===== src/rtl/clock_pkg.sv =====
// Shared clock-domain types: field widths, wrap limits, field-select codes and the
// time-set FSM state enum, plus small helpers for field wrap arithmetic.
package clock_pkg;

    localparam int HR_W = 5;
    localparam int MS_W = 6;

    localparam logic [HR_W-1:0] HR_MAX = 5'd23;
    localparam logic [MS_W-1:0] MS_MAX = 6'd59;

    localparam logic [1:0] FSEL_NONE = 2'd0;
    localparam logic [1:0] FSEL_HR   = 2'd1;
    localparam logic [1:0] FSEL_MIN  = 2'd2;
    localparam logic [1:0] FSEL_SEC  = 2'd3;

    typedef enum logic [2:0] {
        ST_IDLE,
        ST_EDIT_HR,
        ST_EDIT_MIN,
        ST_EDIT_SEC,
        ST_COMMIT
    } state_t;

    function automatic logic is_edit(input state_t s);
        return (s == ST_EDIT_HR) || (s == ST_EDIT_MIN) || (s == ST_EDIT_SEC);
    endfunction

    function automatic logic [1:0] field_of(input state_t s);
        case (s)
            ST_EDIT_HR:  return FSEL_HR;
            ST_EDIT_MIN: return FSEL_MIN;
            ST_EDIT_SEC: return FSEL_SEC;
            default:     return FSEL_NONE;
        endcase
    endfunction

    // >= rather than == so an out-of-range captured value still wraps sanely
    function automatic logic [HR_W-1:0] wrap_hr(input logic [HR_W-1:0] v, input logic up);
        if (up) return (v >= HR_MAX) ? 5'd0 : v + 5'd1;
        else    return (v == 5'd0) ? HR_MAX : v - 5'd1;
    endfunction

    function automatic logic [MS_W-1:0] wrap_ms(input logic [MS_W-1:0] v, input logic up);
        if (up) return (v >= MS_MAX) ? 6'd0 : v + 6'd1;
        else    return (v == 6'd0) ? MS_MAX : v - 6'd1;
    endfunction

endpackage


===== src/rtl/btn_debounce.sv =====
// Raw button -> 2-flop synchronizer -> stable-count debouncer -> one-cycle press pulse.
// Level settles 2+DEBOUNCE_CYCLES edges after a clean change; no backpressure.
module btn_debounce #(
    parameter int DEBOUNCE_CYCLES = 4
) (
    input  logic clk,
    input  logic rst_n,
    input  logic btn,
    output logic level,
    output logic press
);

    localparam int CW = $clog2(DEBOUNCE_CYCLES + 1);
    localparam logic [CW-1:0] CNT_LAST = CW'(DEBOUNCE_CYCLES - 1);

    logic          sync_q1;
    logic          sync_q2;
    logic          level_q;
    logic          level_d;
    logic [CW-1:0] cnt;

    always_ff @(posedge clk or negedge rst_n) begin
        if (!rst_n) begin
            sync_q1 <= 1'b0;
            sync_q2 <= 1'b0;
            level_q <= 1'b0;
            level_d <= 1'b0;
            cnt     <= '0;
        end else begin
            sync_q1 <= btn;
            sync_q2 <= sync_q1;
            level_d <= level_q;
            // any sample that agrees with the current level restarts the count
            if (sync_q2 != level_q) begin
                if (cnt == CNT_LAST) begin
                    level_q <= sync_q2;
                    cnt     <= '0;
                end else begin
                    cnt <= cnt + 1'b1;
                end
            end else begin
                cnt <= '0;
            end
        end
    end

    assign level = level_q;
    assign press = level_q & ~level_d;

endmodule


===== src/rtl/time_set_ctrl.sv =====
// Button-driven hr/min/sec editor producing a one-cycle set_time load for the clock core.
// Actions land one edge after a debounced press; buttons are sampled freely, no backpressure.
module time_set_ctrl
    import clock_pkg::*;
#(
    parameter int DEBOUNCE_CYCLES = 4,
    parameter int REPEAT_DELAY    = 8,
    parameter int REPEAT_RATE     = 2,
    parameter int TIMEOUT_CYCLES  = 64
) (
    input  logic            clk,
    input  logic            rst_n,
    input  logic            btn_mode,
    input  logic            btn_inc,
    input  logic            btn_dec,
    input  logic [HR_W-1:0] cur_hr,
    input  logic [MS_W-1:0] cur_min,
    input  logic [MS_W-1:0] cur_sec,
    output logic            set_time,
    output logic [HR_W-1:0] hr_out,
    output logic [MS_W-1:0] min_out,
    output logic [MS_W-1:0] sec_out,
    output logic            editing,
    output logic [1:0]      field_sel
);

    localparam int RW = $clog2(REPEAT_DELAY + 1);
    localparam int TW = $clog2(TIMEOUT_CYCLES + 1);
    localparam logic [RW-1:0] REP_FIRE_AT = RW'(REPEAT_DELAY);
    localparam logic [RW-1:0] REP_RELOAD  = RW'(REPEAT_DELAY - REPEAT_RATE + 1);
    localparam logic [TW-1:0] TO_LAST     = TW'(TIMEOUT_CYCLES - 1);

    logic mode_lvl_unused;
    logic mode_ev;
    logic inc_lvl;
    logic inc_ev;
    logic dec_lvl;
    logic dec_ev;

    btn_debounce #(.DEBOUNCE_CYCLES(DEBOUNCE_CYCLES)) u_db_mode (
        .clk   (clk),
        .rst_n (rst_n),
        .btn   (btn_mode),
        .level (mode_lvl_unused),
        .press (mode_ev)
    );

    btn_debounce #(.DEBOUNCE_CYCLES(DEBOUNCE_CYCLES)) u_db_inc (
        .clk   (clk),
        .rst_n (rst_n),
        .btn   (btn_inc),
        .level (inc_lvl),
        .press (inc_ev)
    );

    btn_debounce #(.DEBOUNCE_CYCLES(DEBOUNCE_CYCLES)) u_db_dec (
        .clk   (clk),
        .rst_n (rst_n),
        .btn   (btn_dec),
        .level (dec_lvl),
        .press (dec_ev)
    );

    state_t          state;
    state_t          state_nx;
    logic [HR_W-1:0] hr_q;
    logic [MS_W-1:0] min_q;
    logic [MS_W-1:0] sec_q;
    logic [HR_W-1:0] hr_nx;
    logic [MS_W-1:0] min_nx;
    logic [MS_W-1:0] sec_nx;
    logic [RW-1:0]   rep_cnt;
    logic [TW-1:0]   to_cnt;

    logic in_edit;
    logic held;
    logic rep_fire;
    logic any_ev;
    logic timed_out;
    logic step_up;
    logic step_dn;

    always_comb begin
        state_nx  = state;
        hr_nx     = hr_q;
        min_nx    = min_q;
        sec_nx    = sec_q;
        step_up   = 1'b0;
        step_dn   = 1'b0;
        in_edit   = is_edit(state);
        held      = inc_lvl ^ dec_lvl;
        rep_fire  = in_edit && held && (rep_cnt == REP_FIRE_AT);
        any_ev    = mode_ev | inc_ev | dec_ev | rep_fire;
        timed_out = in_edit && !any_ev && (to_cnt == TO_LAST);

        case (state)
            ST_IDLE:     if (mode_ev) state_nx = ST_EDIT_HR;
            ST_EDIT_HR:  if (mode_ev) state_nx = ST_EDIT_MIN;
                         else if (timed_out) state_nx = ST_IDLE;
            ST_EDIT_MIN: if (mode_ev) state_nx = ST_EDIT_SEC;
                         else if (timed_out) state_nx = ST_IDLE;
            ST_EDIT_SEC: if (mode_ev) state_nx = ST_COMMIT;
                         else if (timed_out) state_nx = ST_IDLE;
            ST_COMMIT:   state_nx = ST_IDLE;
            default:     state_nx = ST_IDLE;
        endcase

        // mode wins over a coincident step; simultaneous inc+dec cancels
        if (in_edit && !mode_ev) begin
            step_up = (inc_ev & ~dec_ev) | (rep_fire & inc_lvl);
            step_dn = (dec_ev & ~inc_ev) | (rep_fire & dec_lvl);
        end

        if (state == ST_IDLE && mode_ev) begin
            hr_nx  = cur_hr;
            min_nx = cur_min;
            sec_nx = cur_sec;
        end else if (step_up || step_dn) begin
            case (state)
                ST_EDIT_HR:  hr_nx  = wrap_hr(hr_q, step_up);
                ST_EDIT_MIN: min_nx = wrap_ms(min_q, step_up);
                ST_EDIT_SEC: sec_nx = wrap_ms(sec_q, step_up);
                default: ;
            endcase
        end
    end

    always_ff @(posedge clk or negedge rst_n) begin
        if (!rst_n) begin
            state     <= ST_IDLE;
            set_time  <= 1'b0;
            editing   <= 1'b0;
            field_sel <= FSEL_NONE;
            hr_q      <= '0;
            min_q     <= '0;
            sec_q     <= '0;
            rep_cnt   <= '0;
            to_cnt    <= '0;
        end else begin
            state     <= state_nx;
            set_time  <= (state_nx == ST_COMMIT);
            editing   <= is_edit(state_nx);
            field_sel <= field_of(state_nx);
            hr_q      <= hr_nx;
            min_q     <= min_nx;
            sec_q     <= sec_nx;

            // rep_cnt = cycles since the step press; only a press arms it
            if (!in_edit || !held || mode_ev)
                rep_cnt <= '0;
            else if (inc_ev || dec_ev)
                rep_cnt <= {{(RW-1){1'b0}}, 1'b1};
            else if (rep_fire)
                rep_cnt <= REP_RELOAD;
            else if (rep_cnt != '0)
                rep_cnt <= rep_cnt + 1'b1;

            if (!in_edit || any_ev)
                to_cnt <= '0;
            else
                to_cnt <= to_cnt + 1'b1;
        end
    end

    assign hr_out  = hr_q;
    assign min_out = min_q;
    assign sec_out = sec_q;

endmodule


===== config.mk =====
export PLATFORM = sky130hd
export DESIGN_NAME = time_set_ctrl
export DESIGN_NICKNAME = d
export VERILOG_FILES = /design/src/rtl/clock_pkg.sv /design/src/rtl/btn_debounce.sv /design/src/rtl/time_set_ctrl.sv
export SDC_FILE = /design/constraint.sdc
export NUM_CORES = 1
export LEC_CHECK = 0
export BUFFER_PORTS_ARGS = -buffer_cell sky130_fd_sc_hd__buf_2
export CORE_MARGIN = 5
export CORE_UTILIZATION = 40
export DETAILED_ROUTE_END_ITERATION = 8
export PLACE_DENSITY = 0.59
export SETUP_SLACK_MARGIN = 0.02
export SYNTH_ARGS = -nofsm -noshare
export SYNTH_HDL_FRONTEND = slang
export SYNTH_HIERARCHICAL = 1
export SYNTH_SLANG_ARGS = --single-unit

===== constraint.sdc =====
create_clock -name clk -period 6 [get_ports clk]
set_clock_uncertainty 0.2 [all_clocks]
set_input_delay 1.2 -clock clk [delete_from_list [all_inputs] [get_ports clk]]
set_output_delay 1.2 -clock clk [all_outputs]
set_load 0.02 [all_outputs]

After elaboration in Yosys (flattened, before gate mapping)
Index checks and enable logic that the tools add are counted.
W data, S select, Z words.
Cells by class
  $add $sub $neg: 11
  magnitude comparators: 3
  bitwise logic cells: 18
  equal/unequal tests: 15
  mux-type cells: 38
  reduce and logical (&&, ||, !) cells: 35
Operator list (number)
  $mux W6: 12
  $mux W3: 11
  $mux W5: 6
  $eq A3 B2 Y1 const B: 7
  $mux W4: 4
  $add A6 B1 Y6 const B: 2
  $ge A6 B6 Y1 const B: 2
  $logic_not A6 Y1: 2
  $pmux W3 S4: 1
  $reduce_and A2 Y1: 6
  $sub A6 B1 Y6 const B: 2
  $add A3 B1 Y3 const B: 3
  $logic_or A1 B1 Y1: 9
  $reduce_bool A2 Y1: 4
  $reduce_bool A4 Y1: 2
  $add A7 B1 Y7 const B: 1
  $and A1 B1 Y1: 7
  $eq A7 B6 Y1 const B: 1
  $mux W7: 1
  $eq A3 B1 Y1 const B: 2
  $logic_and A1 B1 Y1: 6
  $pmux W2 S3: 1
  $add A5 B1 Y5 const B: 1
  $ge A5 B5 Y1 const B: 1
  other kinds (12): 26
Storage, ports and cells
  flip-flop bits (word level): 56
  logic and storage cells: 144
  bits of input ports: 22
  output and inout port bits: 21

Depth between registers and ports, before layout
  depth after elaboration: 15
  mapped depth: 9
  gate-level depth less buffers: 7

By module
The synthesis kept the hierarchy.
By module, submodules not included
  time_set_ctrl: area an instance 2602.5 um^2, instances 1, cells an instance 305, seq. area each 875.8 um^2
  btn_debounce: area an instance 252.7 um^2, instances 3, cells an instance 15, seq. area each 175.2 um^2

Worst setup path after synthesis
No wires, ideal clock.
  kind: reg2reg
  start: register u_db_inc.level_q, in the netlist u_db_inc/level
  end: register sec_q[2], in the netlist sec_out[2]
  cell stages (with the launch flop): 7
  arrival time: 1941 ps
  slack: 3794 ps
  path buffers: 0
  required time: 5736 ps
  setup time: 64 ps
  clock period less this slack: 2206 ps
  path through: dfrtp_1 -> nor2b_1 -> xor2_1 -> a21oi_2 -> or3_4 -> a2111oi_2 -> or3_1
On the way
  elaborated cells on any way between the ends: 20
  classes of those cells: 6 x mux; 9 x bitwise; 5 x reduce/logical
RTL lines
  start: declaration: line btn_debounce.sv:18  | logic level_q;
  start signal: assignment: line btn_debounce.sv:36  | level_q <= sync_q2;
  $and A1 B1 Y1 *: line btn_debounce.sv:48  | assign press = level_q & ~level_d;
  net inc_ev: line time_set_ctrl.sv:36  | logic inc_ev;
  $and A1 B1 Y1 / $not A1 Y1 (equally long branches): line time_set_ctrl.sv:110, time_set_ctrl.sv:111
  $or A1 B1 Y1 / $and A1 B1 Y1 (equally long branches): line time_set_ctrl.sv:110, time_set_ctrl.sv:111
  $mux W1 / $or A1 B1 Y1 (equally long branches): line time_set_ctrl.sv:109, time_set_ctrl.sv:111
  $mux W6 / $mux W1 (equally long branches): line clock_pkg.sv:44, time_set_ctrl.sv:109
  $mux W6 / $logic_or A1 B1 Y1 (equally long branches): line time_set_ctrl.sv:119, time_set_ctrl.sv:118
  $mux W6 / $reduce_bool A2 Y1 (equally long branches)
  $mux W6 / $reduce_and A2 Y1 (equally long branches)
  end signal: assignment: line time_set_ctrl.sv:146  | sec_q <= sec_nx;
  end: declaration: line time_set_ctrl.sv:68  | logic [MS_W-1:0] sec_q;
Mark *: on every way through the listed nets, which the timed path passes. The rest lies on a longest branch. The select of a mux whose other input is x is not followed.
A chain may end at the register's enable or synchronous reset.

Worst setup path after layout
  start: register rep_cnt[0]
  end: register hr_q[2], in the netlist hr_out[2]
On the way
  cells in the longest elaborated chain, start to end: 9
  elaborated cells on any way between the ends: 15
  classes of those cells: 1 x eq/ne; 6 x mux; 4 x bitwise; 4 x reduce/logical
RTL lines
  start: declaration: line time_set_ctrl.sv:72  | logic [RW-1:0] rep_cnt;
  start signal: assignment: line time_set_ctrl.sv:152  | rep_cnt <= {{(RW-1){1'b0}}, 1'b1};
  start signal: assignment: line time_set_ctrl.sv:156  | rep_cnt <= rep_cnt + 1'b1;
  $eq A4 B4 Y1 *: line time_set_ctrl.sv:92  | rep_fire = in_edit && held && (rep_cnt == REP_FIRE_AT);
  $logic_and A1 B1 Y1 *: line time_set_ctrl.sv:92
  $and A1 B1 Y1: line time_set_ctrl.sv:110  | step_up = (inc_ev & ~dec_ev) | (rep_fire & inc_lvl);
  $or A1 B1 Y1: line time_set_ctrl.sv:110
  $mux W1: line time_set_ctrl.sv:109  | if (in_edit && !mode_ev) begin
  $mux W5: line clock_pkg.sv:39  | if (up) return (v >= HR_MAX) ? 5'd0 : v + 5'd1;
  $mux W5: line time_set_ctrl.sv:119  | case (state)
  $mux W5: line time_set_ctrl.sv:118  | end else if (step_up || step_dn) begin
  $mux W5: line time_set_ctrl.sv:114  | if (state == ST_IDLE && mode_ev) begin
  end signal: assignment: line time_set_ctrl.sv:144  | hr_q <= hr_nx;
  end: declaration: line time_set_ctrl.sv:66  | logic [HR_W-1:0] hr_q;
Every way passes the cells marked *; elsewhere a longest branch is shown, timed or not. The select of a mux whose other input is x is not followed.

==> results.py <==
metrics = {
    "status": {
        "status": "finished, final reports clean",
    },
    "yosys": {
        "synth.largest_area_cell": "dfrtp_1",
        "synth.most_common_cell": "dfrtp_1",
        "async_flop_share_pct": 100,
        "synth_area_leaders": "dfrtp_1 42%, ha_1 5.2%, a21oi_1 3.3%",
        "synth_common_cells": "56 x dfrtp_1, 23 x nor2_1, 22 x a21oi_1, 20 x nand2_1, 18 x o21ai_0",
        "ys_seq_elements": 56,
        "synthDistinctLibCells": 67,
        "syn_avg_cell_area_um2": 9.60,
        "syn-cell-area_um2": 3360,
        "synth_fp_nets": 386,
        "netlist_instances": 350,
        "synth_flop_cell": "dfrtp_1",
        "synthDominantCellAreaShare_pct": 41.7,
        "seq_area_frac_synth_pct": 41.7,
        "synth_edf_count": 0,
        "ys_warn_count": 6,
    },
    "clock_tree": {
        "clockRootBuffer": "clkbuf_8",
        "cts.clk_slew.worst_paths_ns": 0.11,
        "post-cts-setup-buffers": 0,
        "h-tree-depth": 2,
        "cts_tree": "yes",
        "cts_hold_buf": 0,
        "cts_sinks": 56,
        "cts-buffers-inserted": 5,
        "ctsResizeCount": 0,
        "clk_path_buf_depth": 2,
        "insertion_delay_ns": 0.31,
    },
    "route": {
        "drc_errors": 0,
        "wl_met3_um": 307,
        "drtIter0Drc": 193,
        "m1WireLength_um": 3620,
        "ant_nets": 0,
        "wl_per_cell_um": 15.3,
        "drt-total-wl_um": 7510,
        "vias_per_cell": 5.60,
        "topRoutingLayerUsed": "met4",
        "first_pass_iters": 4,
        "vias": 2745,
        "wl_met2_um": 3470,
    },
    "critical_path": {
        "start_kind": "flip-flop",
        "worstPathCellList": "inv_1 -> ha_1 -> and3b_1 -> a32o_2 -> nand2_1 -> a2111oi_0 -> nor3_1",
        "crit_fanout": 16,
        "crit_family": "compound AO/OA/AOI/OAI gates",
        "worst_ep_arrival_time_ns": 2.77,
        "slowest_stage": "a2111oi_0",
        "cp-end-kind": "flip-flop",
        "critical_path_class": "flip-flop to flip-flop",
        "crit_required_ns": 5.99,
        "max_stage_delay_ns": 0.50,
        "critical_path_buf_inv_count": 1,
    },
    "layout": {
        "area_delta_synth_final_pct": 10.5,
        "final_util_pct": 45.2,
        "nNetsFinal": 420,
        "drive_gt1_share_pct": 20.0,
        "fin_cells": 490,
        "post-route-cell-area_um2": 3710,
        "diodes": 0,
    },
    "placement": {
        "placed_area_um2": 3620,
        "dp_cells": 482,
        "gp_congestion": 0.895,
        "hpwl_um": 5290,
        "pre_cts_ws_ns": 3.19,
        "io_buffers": 42,
    },
    "power": {
        "p_total_mw": 1.94,
        "power_leakage_nw": 1.62,
        "power.density_nw_per_um2": 522,
        "irDropWorstVdd_uv": 227,
    },
    "sta": {
        "setup_viol": 0,
        "worst_hold_slack_ns": 0.158,
        "worstMarginPinSlew_ns": 1.10,
        "fin_tns_setup_ns": 0,
        "rsz0062_at_grt": "false",
        "max_clock_freq_mhz": 360,
        "finalHoldViolCount": 0,
        "drv_slew": 0,
        "setup_ws_ns": 3.22,
        "finalCriticalPeriod_ns": 2.78,
        "max-slew-margin-rel_pct": 26.2,
        "finalCritPeriodShare_pct": 46.3,
    },
    "worst_hold_path": {
        "hold_path_class": "flip-flop to flip-flop",
    },
    "die": {
        "num_io_pins": 43,
        "initial_core_util_pct": 40.9,
        "die_area_um2": 10300,
        "die_w_um": 102,
        "core_um2": 8220,
        "die-height_um": 102,
        "fp-row-count": 33,
    },
    "grt": {
        "grt_pass1_wl_um": 13200,
        "grt_max_degree": 57,
        "grtUsageTotal_pct": 15.7,
        "grt_antenna_before_repair": 0,
        "grt_pass1_vias": 2724,
        "grt_overflow": 0,
    },
    "run": {
        "max-cap-violations": 0,
    },
}
==> area by class of cell <==
cell class | instances | area (µm²)
sequential | 56 | 1400
tap | 105 | 131
clock inverter | 3 | 25.0
timing repair buffer | 44 | 225
inverter | 17 | 63.8
fill | 806 | 4500
multi-input combinational | 260 | 1800
clock buffer | 5 | 68.8
==> power by group <==
part | leakage [nW] | internal (mW) | switching (mW)
logic | 0.868 | 0.406 | 0.640
clock network | 0.0452 | 0.0855 | 0.134
registers | 0.706 | 0.497 | 0.177
total | 1.62 | 0.989 | 0.950
==> worst register-to-register path, stage by stage (launching register included) <==
cell       delay (ns)
dfrtp_1          0.44
inv_1            0.07
ha_1             0.17
and3b_1          0.35
a32o_2           0.49
nand2_1          0.34
a2111oi_0        0.51
nor3_1           0.09
==> worst paths after layout <==
| path | startpoint | slack (ns) | depth (start not counted) | to |
|---|---|---|---|---|
| setup / recovery | rep_cnt[0]$_DFFE_PN0P_ | 3.22 | 7 | hr_out[2]$_DFFE_PN0P_ |
| max in group asynchronous | rst_n | 4.33 | 2 | min_out[1]$_DFFE_PN0P_ |
| setup reg to reg | rep_cnt[0]$_DFFE_PN0P_ | 3.22 | 7 | hr_out[2]$_DFFE_PN0P_ |
| hold / removal | u_db_mode/sync_q1$_DFF_PN0_ | 0.16 | 0 | u_db_mode/sync_q2$_DFF_PN0_ |
| hold reg to reg | u_db_mode/sync_q1$_DFF_PN0_ | 0.16 | 0 | u_db_mode/sync_q2$_DFF_PN0_ |
| min in group asynchronous | rst_n | 0.81 | 2 | to_cnt[0]$_DFF_PN0_ |
==> logic make-up after synthesis <==
group	count (synthesis)	share of synthesized area (%)
simple gates	126	21.5
compound gates	102	21.6
flops	56	41.7
buf+inv	34	4.80
fa+ha+maj	14	5.21
xor+xnor	13	3.61
mux	5	1.60
==> metal layers <==
metal,vias up,global-route usage (%)
li1,1354,-
met1,1311,22.9
met2,71,23.8
met3,9,2.48
met4,0,5.42
met5,-,0
==> registers in the layout, summed over array words and instances (netlist names), 2 cells and up <==
name           cells
field_sel          2
hr_out             5
min_out            6
rep_cnt            4
sec_out            6
state              3
to_cnt             7
u_db_dec/cnt       3
u_db_inc/cnt       3
u_db_mode/cnt      3
==> cells in the final DEF (no fill, tap or decap), types with 8 or more instances in the layout <==
cell / count
dfrtp_1: 56
buf_2: 42
nor2_1: 23
a21oi_1: 22
nand2_1: 20
o21ai_0: 18
inv_1: 17
nor3_1: 16
nand3_1: 15
ha_1: 14
xnor2_1: 8
No activity file was read; power rests on OpenSTA's default activity.
